File: src/rtl/tg_trace_loader.sv
// tg_trace_loader: trace prefetch stage for the trace-based traffic generator.
// Reads 32-bit packet descriptors from a synchronous trace memory (1-cycle
// read latency), buffers them in a small prefetch FIFO and hands them to a
// consumer that samples packet_out one cycle after the handshake.
//
// Build option: define TG_TRACE_LOOP_EN to replay the trace indefinitely
// (ptr/remaining reload from the latched base/count after the last read).
//
// state  | meaning
// -------+------------------------------------------------------------
// IDLE   | no run active; waits for trace_start
// FETCH  | issuing reads while FIFO room, enable and remaining allow
// DRAIN  | all reads issued; waits for FIFO, in-flight read and pop to empty
// DONE   | trace fully delivered; done=1, trace_start re-arms
`timescale 1ns/1ps
module tg_trace_loader #(
  parameter int MEM_AW = 10,
  parameter int DEPTH  = 4
) (
  input  logic              clock,
  input  logic              reset,
  input  logic              enable,
  input  logic              trace_start,
  input  logic              trace_stop,
  input  logic [MEM_AW-1:0] trace_base,
  input  logic [MEM_AW:0]   trace_count,
  output logic              mem_rd_en,
  output logic [MEM_AW-1:0] mem_addr,
  input  logic [31:0]       mem_rd_data,
  input  logic              packet_request,
  output logic [31:0]       packet_out,
  output logic              packet_out_valid,
  output logic              done,
  output logic [15:0]       pkt_count
);

  localparam int IW = (DEPTH > 1) ? $clog2(DEPTH) : 1;
  localparam logic [IW+1:0] DEPTH_W = (IW+2)'(DEPTH);
  localparam logic [MEM_AW:0] CNT_ONE = (MEM_AW+1)'(1);

  typedef enum logic [1:0] {S_IDLE, S_FETCH, S_DRAIN, S_DONE} state_t;

  state_t state, state_nxt;

  logic [MEM_AW-1:0] ptr;
  logic [MEM_AW-1:0] base_q;
  logic [MEM_AW:0]   remaining;
  logic [MEM_AW:0]   count_q;

  logic [31:0] fifo_mem [DEPTH];
  logic [IW-1:0] wr_idx;
  logic [IW-1:0] rd_idx;
  logic [IW:0]   occ;
  logic [IW+1:0] fill;

  logic inflight;
  logic pop_pending;

  logic stop_now;
  logic start_now;
  logic fifo_empty;
  logic rd_fire;
  logic last_rd;
  logic accept;
  logic wr_fire;
  logic pop_fire;

  // Control decode shared by the FSM and the datapath.
  always_comb begin
    stop_now   = trace_stop & (state != S_IDLE);
    start_now  = trace_start & ~stop_now & ((state == S_IDLE) | (state == S_DONE));
    fifo_empty = (occ == '0);
    // An outstanding read already owns a FIFO slot.
    fill       = {1'b0, occ} + {{(IW+1){1'b0}}, inflight};
    rd_fire    = (state == S_FETCH) & enable & (remaining != '0) & (fill < DEPTH_W);
    last_rd    = rd_fire & (remaining == CNT_ONE);
    accept     = enable & packet_request & ~fifo_empty & ~pop_pending;
    // A stop discards both the data landing this cycle and any pending pop.
    wr_fire    = inflight & ~stop_now;
    pop_fire   = pop_pending & ~stop_now;
  end

  // FSM state register.
  always_ff @(posedge clock or posedge reset) begin
    if (reset) state <= S_IDLE;
    else       state <= state_nxt;
  end

  // FSM next-state logic; stop wins over everything else.
  always_comb begin
    state_nxt = state;
    if (stop_now) begin
      state_nxt = S_IDLE;
    end else begin
      case (state)
        S_IDLE, S_DONE: begin
          if (trace_start) state_nxt = (trace_count != '0) ? S_FETCH : S_DONE;
        end
        S_FETCH: begin
`ifdef TG_TRACE_LOOP_EN
          state_nxt = S_FETCH;
`else
          if (last_rd) state_nxt = S_DRAIN;
`endif
        end
        S_DRAIN: begin
          if (fifo_empty & ~inflight & ~pop_pending) state_nxt = S_DONE;
        end
        default: state_nxt = S_IDLE;
      endcase
    end
  end

  // FSM and FIFO outputs.
  always_comb begin
    mem_rd_en        = rd_fire;
    mem_addr         = ptr;
    done             = (state == S_DONE);
    packet_out_valid = ~fifo_empty & ~pop_pending;
    packet_out       = fifo_mem[rd_idx];
  end

  // Read pointer and remaining count; latched on start, stepped per read.
  always_ff @(posedge clock or posedge reset) begin
    if (reset) begin
      ptr       <= '0;
      base_q    <= '0;
      remaining <= '0;
      count_q   <= '0;
    end else if (start_now && trace_count != '0) begin
      ptr       <= trace_base;
      base_q    <= trace_base;
      remaining <= trace_count;
      count_q   <= trace_count;
    end else if (rd_fire) begin
`ifdef TG_TRACE_LOOP_EN
      if (last_rd) begin
        ptr       <= base_q;
        remaining <= count_q;
      end else begin
        ptr       <= ptr + 1'b1;
        remaining <= remaining - 1'b1;
      end
`else
      ptr       <= ptr + 1'b1;
      remaining <= remaining - 1'b1;
`endif
    end
  end

  // In-flight read flag and handshake-to-pop delay.
  always_ff @(posedge clock or posedge reset) begin
    if (reset) begin
      inflight    <= 1'b0;
      pop_pending <= 1'b0;
    end else begin
      inflight    <= rd_fire & ~stop_now;
      pop_pending <= accept & ~stop_now;
    end
  end

  // FIFO indices and occupancy; simultaneous write and pop both apply.
  always_ff @(posedge clock or posedge reset) begin
    if (reset) begin
      wr_idx <= '0;
      rd_idx <= '0;
      occ    <= '0;
    end else if (stop_now) begin
      wr_idx <= '0;
      rd_idx <= '0;
      occ    <= '0;
    end else begin
      if (wr_fire)  wr_idx <= wr_idx + 1'b1;
      if (pop_fire) rd_idx <= rd_idx + 1'b1;
      case ({wr_fire, pop_fire})
        2'b10:   occ <= occ + 1'b1;
        2'b01:   occ <= occ - 1'b1;
        default: occ <= occ;
      endcase
    end
  end

  // FIFO storage, cleared on reset so packet_out starts at zero.
  always_ff @(posedge clock or posedge reset) begin
    if (reset) begin
      for (int i = 0; i < DEPTH; i++) fifo_mem[i] <= '0;
    end else if (wr_fire) begin
      fifo_mem[wr_idx] <= mem_rd_data;
    end
  end

  // Accepted-descriptor counter: cleared on start, saturating, held on stop.
  always_ff @(posedge clock or posedge reset) begin
    if (reset) begin
      pkt_count <= '0;
    end else if (start_now) begin
      pkt_count <= '0;
    end else if (pop_fire && pkt_count != 16'hFFFF) begin
      pkt_count <= pkt_count + 16'd1;
    end
  end

endmodule

File: config.mk
export PLATFORM = sky130hd
export DESIGN_NAME = tg_trace_loader
export DESIGN_NICKNAME = d
export VERILOG_FILES = /design/src/rtl/tg_trace_loader.sv
export SDC_FILE = /design/constraint.sdc
export NUM_CORES = 1
export LEC_CHECK = 0
export ABC_AREA = 1
export BUFFER_PORTS_ARGS = -buffer_cell sky130_fd_sc_hd__buf_2
export CORE_UTILIZATION = 55
export DETAILED_ROUTE_END_ITERATION = 10
export PLACE_DENSITY = 0.77
export SLEW_MARGIN = 20
export SYNTH_ARGS = -nofsm -noshare
export SYNTH_HDL_FRONTEND = slang
export SYNTH_SLANG_ARGS = --single-unit
File: constraint.sdc
create_clock -name clock -period 8.14 [get_ports clock]
set_input_delay 0.407 -clock clock [delete_from_list [all_inputs] [get_ports clock]]
set_output_delay 0.407 -clock clock [all_outputs]
set_load 0.01 [all_outputs]
# Word level (Yosys, flattened, before mapping)
# Index checks and enable logic that the tools add are counted.
# W data, S select, Z words.
[classes]
addsub = 8
magnitude_cmp = 4
n_eq_ne = 10
n_mux = 24
n_bitwise = 24
reduce_logical = 15
[ops]
columns = ["cell", "count"]
rows = [
  ["$bwmux W128", 1],
  ["$mux W32", 3],
  ["$bmux W32 S2", 1],
  ["$demux W32 S2", 1],
  ["$mux W16", 2],
  ["$mux W11", 2],
  ["$reduce_bool A11 Y1", 2],
  ["$mux W10", 2],
  ["$mux W2", 9],
  ["$and A1 B1 Y1", 17],
  ["$add A16 B1 Y16 const B", 1],
  ["$ne A16 B16 Y1 const B", 1],
  ["$eq A11 B1 Y1 const B", 1],
  ["$sub A11 B1 Y11 const B", 1],
  ["$add A10 B1 Y10 const B", 1],
  ["$reduce_bool A2 Y1", 5],
  ["$ne A3 B3 Y1 const B", 3],
  ["$eq A2 B2 Y1 const B", 3],
  ["$ge A3 B3 Y1 const B", 2],
  ["$not A2 Y3", 2],
  ["$pmux W2 S3", 1],
  ["$pmux W3 S2", 1],
  ["$add A2 B1 Y2 const B", 2],
  ["$add A3 B1 Y4", 1],
  ["other kinds (14)", 20],
]
[word_totals]
reg_bits = 176
input_bits = 59
output_inout_bits = 61
word_cells = 98

# Longest topological paths before layout
[depth]
depth_word = 8
depth_mapped = 13
ltp_nobuf = 12

# Worst setup path before layout
# Ideal clock, no wire load.
[synth_timing]
path_type = "reg2reg"
startpoint = "register state[0]"
endpoint = "register occ[2]"
setup_ns = 0.117
t_arrival_ns = 1.729
required_ns = 8.023
path_slack_ns = 6.293
stages_incl_launch_ff = 11
path_buffers = 0
period_less_slack_ns = 1.847
path_cell_list = "dfrtp_1 -> inv_1 -> ha_1 -> nor2_4 -> nor2_1 -> nand2_1 -> inv_1 -> fa_1 -> nand3b_1 -> nand3_1 -> nand2_1"
[synth_between]
elab_chain_len = 7
word_cells_on_any_way = 10
cone_classes = "eq/ne (2); mux (2); bitwise (4); reduce/logical (2)"
[synth_lines]
columns = ["item", "line_no", "text"]
rows = [
  ["start, declared", "43", "state_t state, state_nxt;"],
  ["start signal, assigned", "86", "else state <= state_nxt;"],
  ["$reduce_bool A2 Y1 *", "70", "stop_now = trace_stop & (state != S_IDLE);"],
  ["$and A1 B1 Y1 *", "70", ""],
  ["$not A1 Y1", "79, 80", ""],
  ["$and A1 B1 Y1, on equally long branches", "80, 79", ""],
  ["$eq A2 B1 Y1 / $eq A2 B2 Y1 (equally long branches)", "175", "case ({wr_fire, pop_fire})"],
  ["$pmux W3 S2", "175", ""],
  ["$mux W3", "168", "end else if (stop_now) begin"],
  ["end signal, assigned", "176", "2'b10: occ <= occ + 1'b1;"],
  ["end signal, assigned", "177", "2'b01: occ <= occ - 1'b1;"],
  ["end, declared", "53", "logic [IW:0] occ;"],
]
# Every way passes the cells marked *; elsewhere a longest branch is shown, timed or not.
# A chain may end at the register's enable or synchronous reset.

# Worst setup path after layout
[layout_timing]
startpoint = "register rd_idx[1]"
endpoint = "output port packet_out[1]"
[layout_between]
elab_chain_len = 4
[layout_lines]
columns = ["item", "line_no", "text"]
rows = [
  ["start, declared", "52", "logic [IW-1:0] rd_idx;"],
  ["start signal, assigned", "174", "if (pop_fire) rd_idx <= rd_idx + 1'b1;"],
  ["$not A2 Y3 (implied by the code)", "120", "packet_out = fifo_mem[rd_idx];"],
  ["$bmux W32 S2", "120", ""],
  ["$mux W32 (implied by the code) (2 in a row)", "120", ""],
  ["end, declared", "31", "output logic [31:0] packet_out,"],
]
# No other way between the ends. The select of a mux whose other input is x is not followed.

==> flow_summary_export.csv <==
group,metric,value,unit
sta,report.final.slew_viol_count,0,
final_layout,finalNetCount,1221,
drt,drt_wl_total,19200,um
pwr,leakagePower,4.895,nW
placed_design,gp_congestion,0.8555,
sta,clock_skew,0.008438,ns
drt,avgViaCountPerCell,5.405,
global_route,grt_pass1_wl,32330,um
die,die_w,127.0,um
drt,wl_per_cell,14.26,um
synthesis,synth_cell_types,36,
setup_path,crit_chain,"inv_1 -> o21ai_0 -> o22ai_1 -> buf_2",
setup_path,cp.depth,4,
sta,setup_tns,0,ns
die,dieArea,0.01614,mm2
die,rows,45,
final_layout,design_area,0.009771,mm2
sta,hold_viol,0,
setup_path,worstSetupEndpoint,"packet_out[1]",
global_route,grt_antenna_before_repair,1,
global_route,track_usage,0.2512,
cts,htree_levels,4,
setup_path,crit_buf_inv,2,
pwr,p_per_area,339.5,mW/mm2
sta,maxSlewHeadroom,0.2986,
synthesis,synth_flop_cell,"dfrtp_1",
placed_design,dp_hpwl,12120,um
cts,ctsHoldBuffers,0,
setup_path,cpPeakStageDelay,0.97,ns
global_route,grt_pass1_vias,6757,
setup_path,worst-path-max-fanout,34,
synthesis,async_flop_share,1.000,
pwr,finalPower,3.317,mW
synthesis,yosys-top-cells-area,"dfrtp_1 51%, o21ai_0 12%, nand2_1 12%",
job,max-cap-violations,0,
cts,path_clk_slew,0.06,ns
placed_design,placed_area,0.009225,mm2
drt,vias,7280,
die,fp.dieH,127.0,um
setup_path,rrSetupSlack,5.68,ns
synthesis,yosys.area.top_type,"dfrtp_1",
sta,hold-worst-slack,0.1456,ns
setup_path,worst_ep_arrival_time,2.83,ns
drt,first_pass_iters,5,
synthesis,syn_area,0.008597,mm2
cts,clockBufferDepth,2,
final_layout,syn2layout_area_growth,13.65,%
drt,drcViolationCount,0,
placed_design,portBuffers,119,
sta,tightest_slew,1.051,ns
placed_design,post-place-ws,5.316,ns
final_layout,fillers,1365,
final_layout,antenna_cells,0,
synthesis,synthCells,1059,
sta,min_period,3.240,ns
synthesis,synth-warning-count,0,
global_route,gr-total-overflow,0,
cts,cts_root_buf,"clkbuf_16",
sta,setup_violations,0,
final_layout,drive_above_1_share,0.1510,
drt,drt_iter0_drc,524,
setup_path,r2r_start,"state[0]$_DFFE_PP0P_",
synthesis,synth-seq-cells,176,
synthesis,yosysSeqAreaShare,0.5123,
status,outcome,"finished, final reports clean",
setup_path,critPathRequiredTime,7.73,ns
cts,insertion_delay,0.42,ns
global_route,grt_max_degree,94,
setup_path,reg2reg_to,"fifo_mem[33]$_DFFE_PP0P_",
cts,cts_tree,"done",
pwr,ir_drop,0.0001751,V
setup_path,cp-end-kind,"output pin",
setup_path,reg2regPathDepth,6,
setup_path,critPathLaunch,"rd_idx[1]$_DFFE_PP0P_",
sta,setup_slack,4.900,ns
drt,ant_nets,0,
setup_path,start_kind,"flop",
die,start_util,0.5655,
worst_hold_path,min_path_type,"input port to async pin",
cts,cts_resized,0,
setup_path,cp_top_family,"buffers and inverters",
sta,max_freq,0.3086,GHz
cts,postCtsSetupBuffers,0,
cts,numCtsBuffers,17,
sta,rsz0062_at_grt,"false",
cts,clock_sinks,176,
synthesis,synth_nets,1132,
setup_path,cpMaxStageDelayCell,"inv_1",
die,io_pins,120,
synthesis,synth_top_area_frac,0.5123,
sta,period_share,0.3980,
setup_path,critPathKind,"flop to output pin",
die,core,0.01520,mm2
synthesis,synth_edf_count,0,
synthesis,syn_area_per_cell,8.118,um2
## layout by cell type (no fill, tap or decap), drive strengths merged, types with 4 or more instances in the layout
master / count
clkinv: 4
inv: 80
nand4: 10
o21ai: 218
clkbuf: 25
nand3: 51
xor2: 14
nor3: 6
dfrtp: 176
o22ai: 32
ha: 13
nor2: 113
xnor2: 6
nand2: 273
a21oi: 6
buf: 121
## worst reg2reg max path, stage by stage (launching register included)
cell and delay [ns]:
dfrtp_1 0.42, inv_1 0.11, ha_1 0.20, nor2_4 0.08, nor2_2 0.37, nand2_2 0.67
o21ai_0 0.49
## state kept, by name, summed over array words and instances, names as in the netlist
signal / count
remaining: 11
pop_pending: 1
fifo_mem: 128
mem_addr: 10
rd_idx: 2
occ: 3
pkt_count: 16
state: 2
wr_idx: 2
inflight: 1
## metrics by stage
| stage | instances | util |
|---|---|---|
| finish | 1347 | 0.6427 |
| global route | 1347 | 0.6427 |
| CTS | 1347 | 0.6415 |
| detailed placement | 1317 | 0.6068 |
| global placement | 1317 | 0.6068 |
| floorplan | 1059 | - |
## power breakdown
group | total (mW) | internal (mW) | leakage [nW] | switching [mW]
logic | 1.22 | 0.465 | 2.28 | 0.753
registers | 1.36 | 1.15 | 2.35 | 0.204
clock network | 0.743 | 0.419 | 0.259 | 0.324
## layout make-up
type	count	area [um2]	share of cell area
multi-input cells	752	3679	0.3765
clock inverters	5	31.28	0.003201
inverters	80	310.3	0.03176
well taps	188	235.2	0.02407
flip-flops and latches	176	4405	0.4509
repair buffers	121	614.3	0.06288
clock buffers	25	495.5	0.05071
## cells by family (layout without fill, tap and decap cells)
| kind of cell | count (synthesis) | in the layout | synth area share |
|---|---|---|---|
| AND/OR/NAND/NOR | 459 | 459 | 0.2266 |
| adder cells (fa/ha/maj) | 14 | 14 | 0.02125 |
| flip-flops | 176 | 176 | 0.5123 |
| AO/OA/AOI/OAI | 259 | 259 | 0.1576 |
| buffers and inverters | 131 | 231 | 0.06185 |
| XOR/XNOR | 20 | 20 | 0.02038 |
## synthesized netlist by cell type, types with 2 or more instances
library cell  count
nor2_4            2
a21oi_1           6
nand3_2           6
nor2_1          108
or2_1             2
nand3_1          44
buf_2             7
nand2_1         268
dfrtp_1         176
nand2_2           3
inv_1            74
inv_2             4
nor3_1            6
nor2_2            2
o21ai_1           3
xnor2_1           6
buf_6             3
xor2_1           14
inv_4             2
nand3b_1          3
ha_1             13
nand4_1          10
o21bai_1          2
clkbuf_1         39
o22ai_1          32
o21ai_0         214
## metal layers
layer | vias up | GRT usage | part of all wire
met5 | - | 0 | 0.00068
met4 | 2 | 0.08123 | 0.015
met3 | 23 | 0.04271 | 0.039
met2 | 173 | 0.4121 | 0.47
met1 | 3443 | 0.3422 | 0.47
li1 | 3639 | - | -
## worst min path at each step
| stage | endpoint | slack, ns | depth (start not counted) |
|---|---|---|---|
| 5_1_grt | mem_addr[0]$_DFFE_PP0P_ | 0.19 | 3 |
| 2_1_floorplan | fifo_mem[32]$_DFFE_PP0P_ | 0.45 | 2 |
| 3_3_place_gp | fifo_mem[46]$_DFFE_PP0P_ | 0.46 | 2 |
| 3_5_place_dp | fifo_mem[36]$_DFFE_PP0P_ | 0.47 | 2 |
| 6_report | fifo_mem[94]$_DFFE_PP0P_ | 0.15 | 2 |
| 4_1_cts | mem_addr[0]$_DFFE_PP0P_ | 0.18 | 3 |
(Power assumes the default switching activity.)
